File: config.mk
export PLATFORM = sky130hd
export DESIGN_NAME = mfp_uart_receiver
export DESIGN_NICKNAME = d
export VERILOG_FILES = /design/src/rtl/mfp_uart_receiver.sv
export SDC_FILE = /design/constraint.sdc
export NUM_CORES = 1
export LEC_CHECK = 0
export ABC_AREA = 1
export ABC_CLOCK_PERIOD_IN_PS = 2750
export CORE_MARGIN = 2
export CORE_UTILIZATION = 45
export CTS_CLUSTER_DIAMETER = 40
export DETAILED_ROUTE_END_ITERATION = 10
export SETUP_SLACK_MARGIN = 0.05
export SLEW_MARGIN = 15
export SYNTH_ARGS = -nofsm -noshare
export SYNTH_HDL_FRONTEND = slang
export SYNTH_SLANG_ARGS = --single-unit
File: constraint.sdc
create_clock -name HCLK -period 2.75 [get_ports HCLK]
set_input_delay 0.4125 -clock HCLK [delete_from_list [all_inputs] [get_ports HCLK]]
set_output_delay 0.4125 -clock HCLK [all_outputs]
set_load 0.01 [all_outputs]
File: src/rtl/mfp_uart_receiver.sv
// UART 8N1 receiver: a two-flop input synchronizer, a mid-bit sampling FSM and a
// small output FIFO with a valid/ready handshake and framing/overflow pulses.
module mfp_uart_receiver #(
  parameter int CLOCK_FREQUENCY = 50_000_000,
  parameter int BAUD_RATE       = 115_200,
  parameter int FIFO_DEPTH      = 4
) (
  input  logic       HCLK,
  input  logic       HRESETn,
  input  logic       UART_RX,
  output logic [7:0] rx_data,
  output logic       rx_valid,
  input  logic       rx_ready,
  output logic       framing_error,
  output logic       overflow
);

  localparam int CPB = CLOCK_FREQUENCY / BAUD_RATE;
  localparam int TW  = $clog2(CPB);
  localparam int AW  = $clog2(FIFO_DEPTH);
  localparam logic [TW-1:0] HALF_RELOAD = TW'(CPB / 2 - 1);
  localparam logic [TW-1:0] FULL_RELOAD = TW'(CPB - 1);

  typedef enum logic [1:0] {S_IDLE, S_START, S_DATA, S_STOP} state_t;

  logic          r_rx_meta, r_rx_s;
  state_t        r_state, w_state_nxt;
  logic [TW-1:0] r_timer, w_timer_nxt;
  logic [2:0]    r_idx, w_idx_nxt;
  logic [7:0]    r_shift, w_shift_nxt;
  logic          r_armed, w_armed_nxt;
  logic          r_framing_error, r_overflow;
  logic          w_push, w_frame_err, w_timer_zero;

  logic [7:0]    r_mem [FIFO_DEPTH];
  logic [AW:0]   r_wr_ptr, r_rd_ptr;
  logic          w_empty, w_full, w_pop, w_wr_en;

  assign w_timer_zero = (r_timer == '0);

  // NOTE: sequential state uses non-blocking assignments so every flop samples
  // pre-edge values, independent of block evaluation order.
  always_ff @(posedge HCLK or negedge HRESETn) begin
    if (!HRESETn) begin
      r_rx_meta       <= 1'b1;
      r_rx_s          <= 1'b1;
      r_state         <= S_IDLE;
      r_timer         <= '0;
      r_idx           <= '0;
      r_shift         <= '0;
      r_armed         <= 1'b0;
      r_framing_error <= 1'b0;
      r_overflow      <= 1'b0;
    end else begin
      r_rx_meta       <= UART_RX;
      r_rx_s          <= r_rx_meta;
      r_state         <= w_state_nxt;
      r_timer         <= w_timer_nxt;
      r_idx           <= w_idx_nxt;
      r_shift         <= w_shift_nxt;
      r_armed         <= w_armed_nxt;
      r_framing_error <= w_frame_err;
      r_overflow      <= w_push & w_full & ~w_pop;
    end
  end

  // NOTE: every output of this block gets a default first, so no path can
  // leave one unassigned and infer a latch.
  always_comb begin
    w_state_nxt = r_state;
    w_timer_nxt = r_timer - TW'(1);
    w_idx_nxt   = r_idx;
    w_shift_nxt = r_shift;
    w_armed_nxt = r_armed;
    w_push      = 1'b0;
    w_frame_err = 1'b0;
    unique case (r_state)
      S_IDLE: begin
        w_timer_nxt = r_timer;
        // A start edge only counts once the line has been seen idle-high.
        if (r_rx_s) begin
          w_armed_nxt = 1'b1;
        end else if (r_armed) begin
          w_state_nxt = S_START;
          w_timer_nxt = HALF_RELOAD;
        end
      end
      S_START: begin
        if (w_timer_zero) begin
          if (!r_rx_s) begin
            w_state_nxt = S_DATA;
            w_timer_nxt = FULL_RELOAD;
            w_idx_nxt   = '0;
          end else begin
            w_state_nxt = S_IDLE;
          end
        end
      end
      S_DATA: begin
        if (w_timer_zero) begin
          w_shift_nxt = {r_rx_s, r_shift[7:1]};
          w_timer_nxt = FULL_RELOAD;
          if (r_idx == 3'd7) w_state_nxt = S_STOP;
          else               w_idx_nxt   = r_idx + 3'd1;
        end
      end
      S_STOP: begin
        if (w_timer_zero) begin
          w_state_nxt = S_IDLE;
          if (r_rx_s) begin
            w_push = 1'b1;
          end else begin
            w_frame_err = 1'b1;
            w_armed_nxt = 1'b0;
          end
        end
      end
      default: w_state_nxt = S_IDLE;
    endcase
  end

  assign w_empty  = (r_wr_ptr == r_rd_ptr);
  assign w_full   = (r_wr_ptr[AW] != r_rd_ptr[AW]) &&
                    (r_wr_ptr[AW-1:0] == r_rd_ptr[AW-1:0]);
  assign w_pop    = rx_valid & rx_ready;
  assign w_wr_en  = w_push & (~w_full | w_pop);
  assign rx_valid = ~w_empty;
  assign rx_data  = w_empty ? 8'h00 : r_mem[r_rd_ptr[AW-1:0]];

  always_ff @(posedge HCLK or negedge HRESETn) begin
    if (!HRESETn) begin
      r_wr_ptr <= '0;
      r_rd_ptr <= '0;
    end else begin
      if (w_wr_en) r_wr_ptr <= r_wr_ptr + 1'b1;
      if (w_pop)   r_rd_ptr <= r_rd_ptr + 1'b1;
    end
  end

  // NOTE: storage is deliberately not reset; rx_data is masked while empty, so
  // stale contents are never observable.
  always_ff @(posedge HCLK) begin
    if (w_wr_en) r_mem[r_wr_ptr[AW-1:0]] <= r_shift;
  end

  assign framing_error = r_framing_error;
  assign overflow      = r_overflow;

endmodule

After elaboration in Yosys (flattened, before gate mapping)
Memories as Yosys holds them, arrays and structs flattened.
Index checks and enable logic that the tools add are counted.
W data, S select, Z words.
{"block": "word_totals", "ff_bits": 33, "latch_bits": 0, "mem_bits_rw": 32, "romBits": 0, "in_bits": 4, "output_inout_bits": 11, "elab_cells": 83, "n_memories": 1}
{"memory": "r_mem", "words": 4, "width": 8, "rd": 1, "rd_clocked_by_memory_dff": 0, "write_ports": 1, "line": "35", "source": "logic [7:0] r_mem [FIFO_DEPTH];"}
{"block": "classes", "n_addsub": 4, "n_mul": 0, "div_mod_pow": 0, "n_lt_le_gt_ge": 0, "n_eq_ne": 17, "shift": 0, "n_mux": 32, "n_bitwise": 8, "n_reduce_logical": 10}
{"operator": "$mux W9", "count": 5}
{"operator": "$pmux W9 S3", "count": 1}
{"operator": "$ne A2 B2 Y1 const B", "count": 10}
{"operator": "$mux W2", "count": 7}
{"operator": "$mux W3", "count": 4}
{"operator": "$mux W1", "count": 11}
{"operator": "$add A3 B1 Y3 const B", "count": 3}
{"operator": "$logic_not A9 Y1", "count": 1}
{"operator": "$sub A9 B1 Y9 const B", "count": 1}
{"operator": "$mux W8", "count": 1}
{"operator": "$pmux W2 S4", "count": 1}
{"operator": "$pmux W3 S2", "count": 1}
{"operator": "$reduce_and A6 Y1", "count": 1}
{"operator": "$reduce_and A5 Y1", "count": 1}
{"operator": "$and A1 B1 Y1", "count": 4}
{"operator": "$eq A2 B2 Y1 const B", "count": 2}
{"operator": "$reduce_and A2 Y1", "count": 2}
{"operator": "$reduce_and A4 Y1", "count": 1}
{"operator": "$reduce_bool A2 Y1", "count": 2}
{"operator": "$eq A3 B3 Y1", "count": 1}
{"operator": "$eq A3 B3 Y1 const B", "count": 1}
{"operator": "$not A1 Y1", "count": 3}
{"operator": "$eq A2 B1 Y1 const B", "count": 1}
{"operator": "$eq A2 B2 Y1", "count": 1}
{"operator": "5 further kinds", "count": 5}

Depth between registers and ports, before layout
Gate-level depths: netlist of run 1.
{"block": "depth", "word_depth": 7, "depth_mapped": 11, "depth_no_buf": 11}

Worst setup path before layout of run 1
Ideal clock, no wire load.
{"block": "synth_path", "kind": "register -> register", "startpoint": "register r_timer[0]", "endpoint": "memory r_mem[0][0] (enable)", "setup_time_ns": 0.371, "arrival_ns": 1.535, "t_required_ns": 2.379, "slack_ns": 0.844, "path_stages_with_launch": 9, "n_path_buf": 0, "period_less_slack_ns": 1.906, "cell_sequence": "dfrtp_1 inv_1 ha_1 nand2_1 nor2_1 nand2_1 nor3_4 nand2_2 nor2_1"}
{"block": "synth_via", "elab_chain_len": 6}
{"item": "from (decl)", "line": "28", "source": "logic [TW-1:0] r_timer, w_timer_nxt;"}
{"item": "from (signal assigned)", "line": "58", "source": "r_timer <= w_timer_nxt;"}
{"item": "$logic_not A9 Y1", "line": "39", "source": "assign w_timer_zero = (r_timer == '0);"}
{"item": "$mux W1", "line": "108", "source": "if (w_timer_zero) begin"}
{"item": "$mux W1", "line": "77", "source": "unique case (r_state)"}
{"item": "$and A1 B1 Y1", "line": "126", "source": "assign w_wr_en = w_push & (~w_full | w_pop);"}
{"item": "$mux W1", "line": "143", "source": "if (w_wr_en) r_mem[r_wr_ptr[AW-1:0]] <= r_shift;"}
{"item": "$mux W1 (not written as such)", "line": "143"}
{"item": "to (decl)", "line": "35"}
No other way between the ends.

Worst setup path in the final report of run 1
{"block": "layout_path", "startpoint": "register r_rd_ptr[0]", "endpoint": "output port rx_data[1]"}
{"block": "layout_via", "elab_chain_len": 2, "word_cells_on_any_way": 3, "classes_between": "1 x eq/ne; 1 x mux; 1 x memory"}
{"item": "from (decl)", "line": "36", "source": "logic [AW:0] r_wr_ptr, r_rd_ptr;"}
{"item": "from (signal assigned)", "line": "136", "source": "if (w_pop) r_rd_ptr <= r_rd_ptr + 1'b1;"}
{"item": "$mem_v2 Z4 W8 or $eq A3 B3 Y1 (tied branches)"}
{"item": "$mux W8 (*)", "line": "128", "source": "assign rx_data = w_empty ? 8'h00 : r_mem[r_rd_ptr[AW-1:0]];"}
{"item": "to (decl)", "line": "11", "source": "output logic [7:0] rx_data,"}
Every way passes the cells marked *; elsewhere a longest branch is shown, timed or not.

==> results.py, run 1 <==
metrics = {
    "run_status": {
        "outcome": "finished, final reports clean",
    },
    "logic_synthesis": {
        "synth_top_family_by_area": "simple AND/OR/NAND/NOR gates",
        "number_of_enable_flip_flop_cells_after_synthesis": 32,
        "synth_top_cell_by_area": "sky130_fd_sc_hd__edfxtp_1",
        "synth-seq-cells": 65,
        "synth_async_sr_flop_share_pct": 50.8,
        "synth-compound-area-share_pct": 8.91,
        "ys_top_cells_by_area": "sky130_fd_sc_hd__edfxtp_1 (32%), sky130_fd_sc_hd__dfrtp_1 (25%), sky130_fd_sc_hd__nand2_1 (7.1%)",
        "synth.lib_cells_used.distinct": 37,
        "yosys-mux-area-fraction_pct": 0.493,
        "ys_warn_count": 0,
        "synth_top_area_share_pct": 31.5,
        "post_synth_instance_area_mm2": 0.00305,
        "yosysSeqAreaShare_pct": 58.7,
        "synth-simple-area-share_pct": 20.1,
        "synth_top_flop_cell": "sky130_fd_sc_hd__edfxtp_1",
        "synth_xor_xnor_area_share_pct": 1.72,
        "most_instantiated_cells_after_synthesis": "sky130_fd_sc_hd__nand2_1 (58), sky130_fd_sc_hd__nor2_1 (48), sky130_fd_sc_hd__edfxtp_1 (32), sky130_fd_sc_hd__inv_1 (32), sky130_fd_sc_hd__dfrtp_1 (31)",
        "synth_fp_nets": 319,
        "yosysMostFrequentCell": "sky130_fd_sc_hd__nand2_1",
        "synth_cells": 306,
        "synth_fa_ha_area_share_pct": 3.70,
        "synthesis.area_per_instance_um2": 9.96,
    },
    "timing": {
        "final.min_clock_period_ps": 2450,
        "final.setup_skew_ps": 4.83,
        "max_freq_ghz": 0.408,
        "finalSetupViolCount": 0,
        "timing_hold_violations_final": 0,
        "period_share_pct": 89.1,
        "relSlewSlack_pct": 70.7,
        "totalNegativeSetupSlack_ps": 0,
        "report.final.slew_viol_count": 0,
        "worst_pin_slew_ps": 439,
        "postLayoutSetupSlackWorst_ps": 299,
        "rsz0062_at_grt": "no",
    },
    "die": {
        "die_w_um": 86.3,
        "floorplan.initialDensity_pct": 47.2,
        "i_o_pin_count": 15,
        "die-area_mm2": 0.00744,
        "row_count": 29,
        "core_mm2": 0.00646,
        "floorplan.die.height_um": 86.3,
    },
    "worst_hold_path": {
        "timing.hold.worst.class": "reg -> reg",
        "hold-path-endpoint": "r_rx_s$_DFF_PN1_",
        "whs_path_depth": 0,
        "hold_path_startpoint": "r_rx_meta$_DFF_PN1_",
    },
    "clocking": {
        "clk_pin_slew_ps": 70,
        "cts_buffer_depth": 2,
        "count_of_cells_resized_by_post_cts_repair": 0,
        "cts.sink_count": 65,
        "cts_bufs_inserted": 9,
        "cts_tree": "built",
        "post_cts_hold_buffer_count": 0,
        "cts_root_buffer": "sky130_fd_sc_hd__clkbuf_8",
        "post_cts_buffers": 0,
        "cts_max_level": 3,
        "insertion_delay_ps": 350,
    },
    "power_and_ir_drop": {
        "power.share.clock_pct": 25.1,
        "intPower_uw": 2080,
        "power.switching_fraction_pct": 36.7,
        "power.leakage_uw": 0.00158,
        "power.density_mw_per_mm2": 938,
        "power.combinational.fraction_pct": 37.7,
        "power_uw": 3280,
        "power_switching_uw": 1200,
        "power.sequential.fraction_pct": 37.2,
        "vdd.ir_drop.worst_mv": 0.428,
    },
    "finish": {
        "final_net_count": 344,
        "fillers": 575,
        "diodes": 0,
        "drive_above_1_share_pct": 16.4,
        "flow.area_growth_from_synthesis_pct": 14.8,
        "seqCellArea_mm2": 0.00179,
        "multi_input_comb_area_mm2": 0.00107,
        "final_instance_area_mm2": 0.00350,
    },
    "routing": {
        "postRouteWirelength_mm": 5.16,
        "vias_per_cell": 4.94,
        "dr.first_iter.drc_count": 122,
        "final_antenna_net_count": 0,
        "route.detailed.drc": 0,
        "routed_wire_length_per_instance_um": 12.5,
        "drt_first_pass_iters": 4,
        "via_count": 2040,
    },
    "run": {
        "timing.max_cap.violations": 0,
    },
    "worst_setup_path": {
        "timing_worst_setup_path_type": "reg -> out",
        "critPathRequiredTime_ps": 2340,
        "worst-r2r-setup-slack_ps": 760,
        "worst_r2r_end": "r_mem[3][4]$_DFFE_PP_",
        "crit_path_end_kind": "primary output",
        "cp_data_arrival_time_ps": 2040,
        "worstRegToRegCells": 8,
        "rr_startpoint": "r_timer[0]$_DFFE_PN0P_",
        "critical_path.max_fanout": 18,
        "timing.critical_path.from_type": "flop",
    },
    "global_route": {
        "overflow_left_after_global_routing": 0,
        "grt_pass1_vias": 1951,
        "grt_start_max_net_pins": 34,
        "antenna_found_initial": 0,
        "track_usage_pct": 16.4,
        "first_pass_grt_wire_length_mm": 9.14,
    },
    "placed_design": {
        "place_ws_ps": 522,
        "port_buffer_count": 14,
        "dp_hpwl_mm": 3.53,
        "placement.cell_area_mm2": 0.00329,
        "globalplace.congestion": 0.772,
    },
}
-- flip-flops by register name, summed over array words and instances, names as in the netlist, 3 cells and up, named ones only --
register and count:
r_idx 3, r_mem 32, r_rd_ptr 3, r_shift 8
r_timer 9, r_wr_ptr 3
-- layout by cell type (no fill, tap or decap), types with 3 or more instances in the layout --
cell type	instances
sky130_fd_sc_hd__nor2_1	48
sky130_fd_sc_hd__dfrtp_1	31
sky130_fd_sc_hd__inv_2	7
sky130_fd_sc_hd__a21oi_1	3
sky130_fd_sc_hd__o21ai_1	8
sky130_fd_sc_hd__nand2_1	57
sky130_fd_sc_hd__inv_1	32
sky130_fd_sc_hd__nor2_4	3
sky130_fd_sc_hd__ha_1	9
sky130_fd_sc_hd__nor2_2	3
sky130_fd_sc_hd__o21ai_0	14
sky130_fd_sc_hd__a21oi_2	3
sky130_fd_sc_hd__clkbuf_8	9
sky130_fd_sc_hd__nand2_2	6
sky130_fd_sc_hd__nand3_1	11
sky130_fd_sc_hd__inv_6	3
sky130_fd_sc_hd__o32ai_1	8
sky130_fd_sc_hd__clkdlybuf4s50_1	14
sky130_fd_sc_hd__edfxtp_1	32
sky130_fd_sc_hd__xor2_1	4
sky130_fd_sc_hd__buf_4	7
-- power by group through the flow --
stage          sequential (uW)  clock (uW)  combinational (uW)
6_report                  1220         825                1230
3_3_place_gp              1240           0                1220
2_1_floorplan             1210           0                 881
5_1_grt                   1240         893                1410
4_1_cts                   1220         853                1250
3_5_place_dp              1240           0                1240
-- kinds of logic (layout without fill, tap and decap cells) --
group,Yosys count,count (layout)
compound gates,42,42
xor+xnor,6,6
fa+ha+maj,9,9
buf+inv,47,77
flops,65,65
mux,1,1
simple gates,136,136
-- cell type report --
| cell class | count | share of cell area [%] |
|---|---|---|
| multi-input cells | 194 | 30.5 |
| clock inverters | 7 | 2.22 |
| well taps | 77 | 2.75 |
| inverters | 40 | 4.33 |
| flip-flops and latches | 65 | 51.2 |
| clock buffers | 9 | 3.54 |
| repair buffers | 21 | 5.51 |
-- layer usage --
metal / vias up / part of all wire (%) / GRT usage (%)
met5: - / 0 / 0
met4: 0 / 2.4 / 8.81
met3: 10 / 3.1 / 4.57
met2: 31 / 48 / 26.2
met1: 946 / 46 / 20.4
li1: 1053 / - / -
-- critical path: stages, from the launching register on --
cell and delay [ps]:
sky130_fd_sc_hd__dfrtp_1 400, sky130_fd_sc_hd__clkinv_2 200, sky130_fd_sc_hd__nand2_1 80, sky130_fd_sc_hd__a21oi_1 200, sky130_fd_sc_hd__nand2_2 190, sky130_fd_sc_hd__nand2_1 110, sky130_fd_sc_hd__inv_1 50, sky130_fd_sc_hd__clkdlybuf4s50_1 460
-- metrics by stage --
| stage | util, % | hold WS, ps | std cells |
|---|---|---|---|
| after CTS | 54.1 | 359 | 413 |
| final | 54.1 | 357 | 413 |
| after global placement | 51.0 | 346 | 397 |
| after global routing | 54.1 | 366 | 413 |
| after detailed placement | 51.0 | 348 | 397 |
| after floorplan | - | 117 | 306 |
-- worst max-delay path by stage --
stage | start | endpoint | slack (ps) | cells past startpoint
after floorplan | r_timer[0]$_DFFE_PN0P_ | r_mem[0][0]$_DFFE_PP_ | 840 | 8
after global placement | r_rd_ptr[0]$_DFFE_PN0P_ | rx_data[3] | 580 | 7
after detailed placement | r_rd_ptr[0]$_DFFE_PN0P_ | rx_data[7] | 520 | 7
after CTS | r_rd_ptr[0]$_DFFE_PN0P_ | rx_data[7] | 130 | 7
after global routing | r_rd_ptr[0]$_DFFE_PN0P_ | rx_data[4] | 100 | 7
final | r_rd_ptr[0]$_DFFE_PN0P_ | rx_data[1] | 300 | 7
No activity file was read; power rests on OpenSTA's default activity.
==> inputs of run 2 (changes only) <==
CORE_UTILIZATION = 59   (was 45)
PLACE_DENSITY = 0.78   (was not set)
==> results.py, run 2 (synthesis gave the netlist of run 1 again) <==
metrics = {
    "placed_design": {
        "cell_count_after_placement": 389,
        "globalplace.congestion": 0.827,
        "port_buffer_count": 14,
        "dp_hpwl_mm": 3.74,
    },
    "die": {
        "die_w_um": 75.9,
        "floorplan.die.height_um": 75.9,
        "row_count": 26,
        "die-area_mm2": 0.00575,
        "core_mm2": 0.00504,
        "i_o_pin_count": 15,
        "floorplan.initialDensity_pct": 60.4,
    },
    "worst_setup_path": {
        "cp_data_arrival_time_ps": 2120,
        "worst_r2r_end": "r_mem[3][0]$_DFFE_PP_",
        "critPathRequiredTime_ps": 2340,
        "cp_slowest_stage_delay_ps": 460,
        "worstRegToRegCells": 8,
        "timing_worst_setup_path_type": "reg -> out",
        "critical_path.max_fanout": 18,
        "worst-r2r-setup-slack_ps": 810,
        "rr_startpoint": "r_timer[0]$_DFFE_PN0P_",
        "crit_top_cell": "sky130_fd_sc_hd__nand2_1",
        "crit_path_cell_trace": "clkinv_2, nand2_1, a21oi_1, nand2_2, nand2_1, inv_1, clkdlybuf4s50_1",
        "crit_slowest_cell": "sky130_fd_sc_hd__clkdlybuf4s50_1",
        "timing.critical_path.from_type": "flop",
        "crit_path_end_kind": "primary output",
    },
    "routing": {
        "route.detailed.drc": 0,
        "routed_wire_length_per_instance_um": 13.2,
        "vias_per_cell": 5.13,
        "via_count": 2079,
        "dr.first_iter.drc_count": 83,
        "drt_first_pass_iters": 4,
        "final_antenna_net_count": 0,
        "postRouteWirelength_mm": 5.36,
    },
    "timing": {
        "worst_pin_slew_ps": 409,
        "rsz0062_at_grt": "no",
        "hold-worst-slack_ps": 361,
        "max_freq_ghz": 0.395,
        "totalNegativeSetupSlack_ps": 0,
        "finalSetupViolCount": 0,
        "final.setup_skew_ps": 6.14,
        "timing_hold_violations_final": 0,
        "period_share_pct": 92.2,
        "final.min_clock_period_ps": 2530,
        "relSlewSlack_pct": 72.7,
        "report.final.slew_viol_count": 0,
    },
    "clocking": {
        "cts_tree": "built",
        "cts_bufs_inserted": 9,
        "insertion_delay_ps": 340,
        "clk_pin_slew_ps": 70,
        "post_cts_buffers": 0,
        "cts_buffer_depth": 2,
        "cts_max_level": 3,
        "post_cts_hold_buffer_count": 0,
        "cts_root_buffer": "sky130_fd_sc_hd__clkbuf_8",
        "cts.sink_count": 65,
    },
    "power_and_ir_drop": {
        "power.leakage_uw": 0.00156,
        "power.density_mw_per_mm2": 937,
        "vdd.ir_drop.worst_mv": 0.552,
    },
    "worst_hold_path": {
        "timing.hold.worst.class": "reg -> reg",
        "hold_path_startpoint": "r_rx_meta$_DFF_PN1_",
        "hold-path-endpoint": "r_rx_s$_DFF_PN1_",
        "whs_path_depth": 0,
    },
    "run": {
        "timing.max_cap.violations": 0,
    },
    "global_route": {
        "grt_pass1_vias": 2012,
        "overflow_left_after_global_routing": 0,
        "first_pass_grt_wire_length_mm": 8.72,
        "grt_start_max_net_pins": 34,
        "antenna_found_initial": 0,
        "track_usage_pct": 20.9,
    },
    "finish": {
        "largest_register_ff_count": 32,
        "fillers": 399,
        "final_net_count": 343,
        "drive_above_1_share_pct": 15.8,
        "most-common-layout-cells": "sky130_fd_sc_hd__nand2_1 (57), sky130_fd_sc_hd__nor2_1 (48), sky130_fd_sc_hd__inv_1 (32), sky130_fd_sc_hd__edfxtp_1 (32), sky130_fd_sc_hd__dfrtp_1 (31)",
        "diodes": 0,
        "finalCoreUtilization_pct": 68.9,
        "final_common_cell": "sky130_fd_sc_hd__nand2_1",
        "flow.area_growth_from_synthesis_pct": 14.0,
        "fin_cells": 405,
    },
    "run_status": {
        "outcome": "finished, final reports clean",
    },
}
run 2: report_power, final:
group          leakage, uW  internal, uW  total [uW]  switching, uW
Clock            0.0000893           416         790            374
Combinational     0.000743           524        1230            708
Sequential        0.000728          1110        1230            117
Total              0.00156          2050        3250           1200
run 2: per-layer routing:
metal	vias to the layer above	routed length, um	global-route usage, %
met4	0	72	9.36
met3	7	135	4.76
met5	-	0	0
met1	994	2360	23.6
li1	1052	-	-
met2	26	2790	37.4
run 2: layout make-up:
| type | instances | area [um^2] | area share [%] |
|---|---|---|---|
| inverters | 40 | 151 | 4.36 |
| repair buffers | 20 | 185 | 5.33 |
| flip-flops and latches | 65 | 1790 | 51.5 |
| clock inverters | 7 | 70.1 | 2.02 |
| well taps | 70 | 87.6 | 2.52 |
| multi-input cells | 194 | 1070 | 30.7 |
| clock buffers | 9 | 124 | 3.57 |
run 2: timing repair:
item | 4_1_cts | 5_1_grt
hold endpoints to repair | 0 | 0
gates resized for setup | 0 | 1
setup endpoints to repair | 0 | 8
run 2: how the worst max path moves through the flow:
stage | startpoint | end | slack (ps) | depth (start not counted)
floorplan | r_timer[0]$_DFFE_PN0P_ | r_mem[0][0]$_DFFE_PP_ | 840 | 8
global placement | r_rd_ptr[0]$_DFFE_PN0P_ | rx_data[3] | 600 | 7
detailed placement | r_rd_ptr[0]$_DFFE_PN0P_ | rx_data[7] | 440 | 7
CTS | r_rd_ptr[0]$_DFFE_PN0P_ | rx_data[7] | 70 | 7
global route | r_rd_ptr[0]$_DFFE_PN0P_ | rx_data[6] | 60 | 7
finish | r_rd_ptr[0]$_DFFE_PN0P_ | rx_data[7] | 220 | 7
run 2: through the flow:
step,area (um^2),setup slack (ps),total power (uW)
finish,3470,215,3250
global route,3470,63.8,3490
CTS,3470,73.8,3270
detailed placement,3280,440,2480
global placement,3280,605,2440
floorplan,3050,844,2100
run 2: critical path, delay by kind of cell (launching register included):
kind | cells | cell delay [ps]
buffers and inverters | 3 | 710
and+or+nand+nor | 3 | 440
DFF | 1 | 410
AOI/OAI and AO/OA | 1 | 220
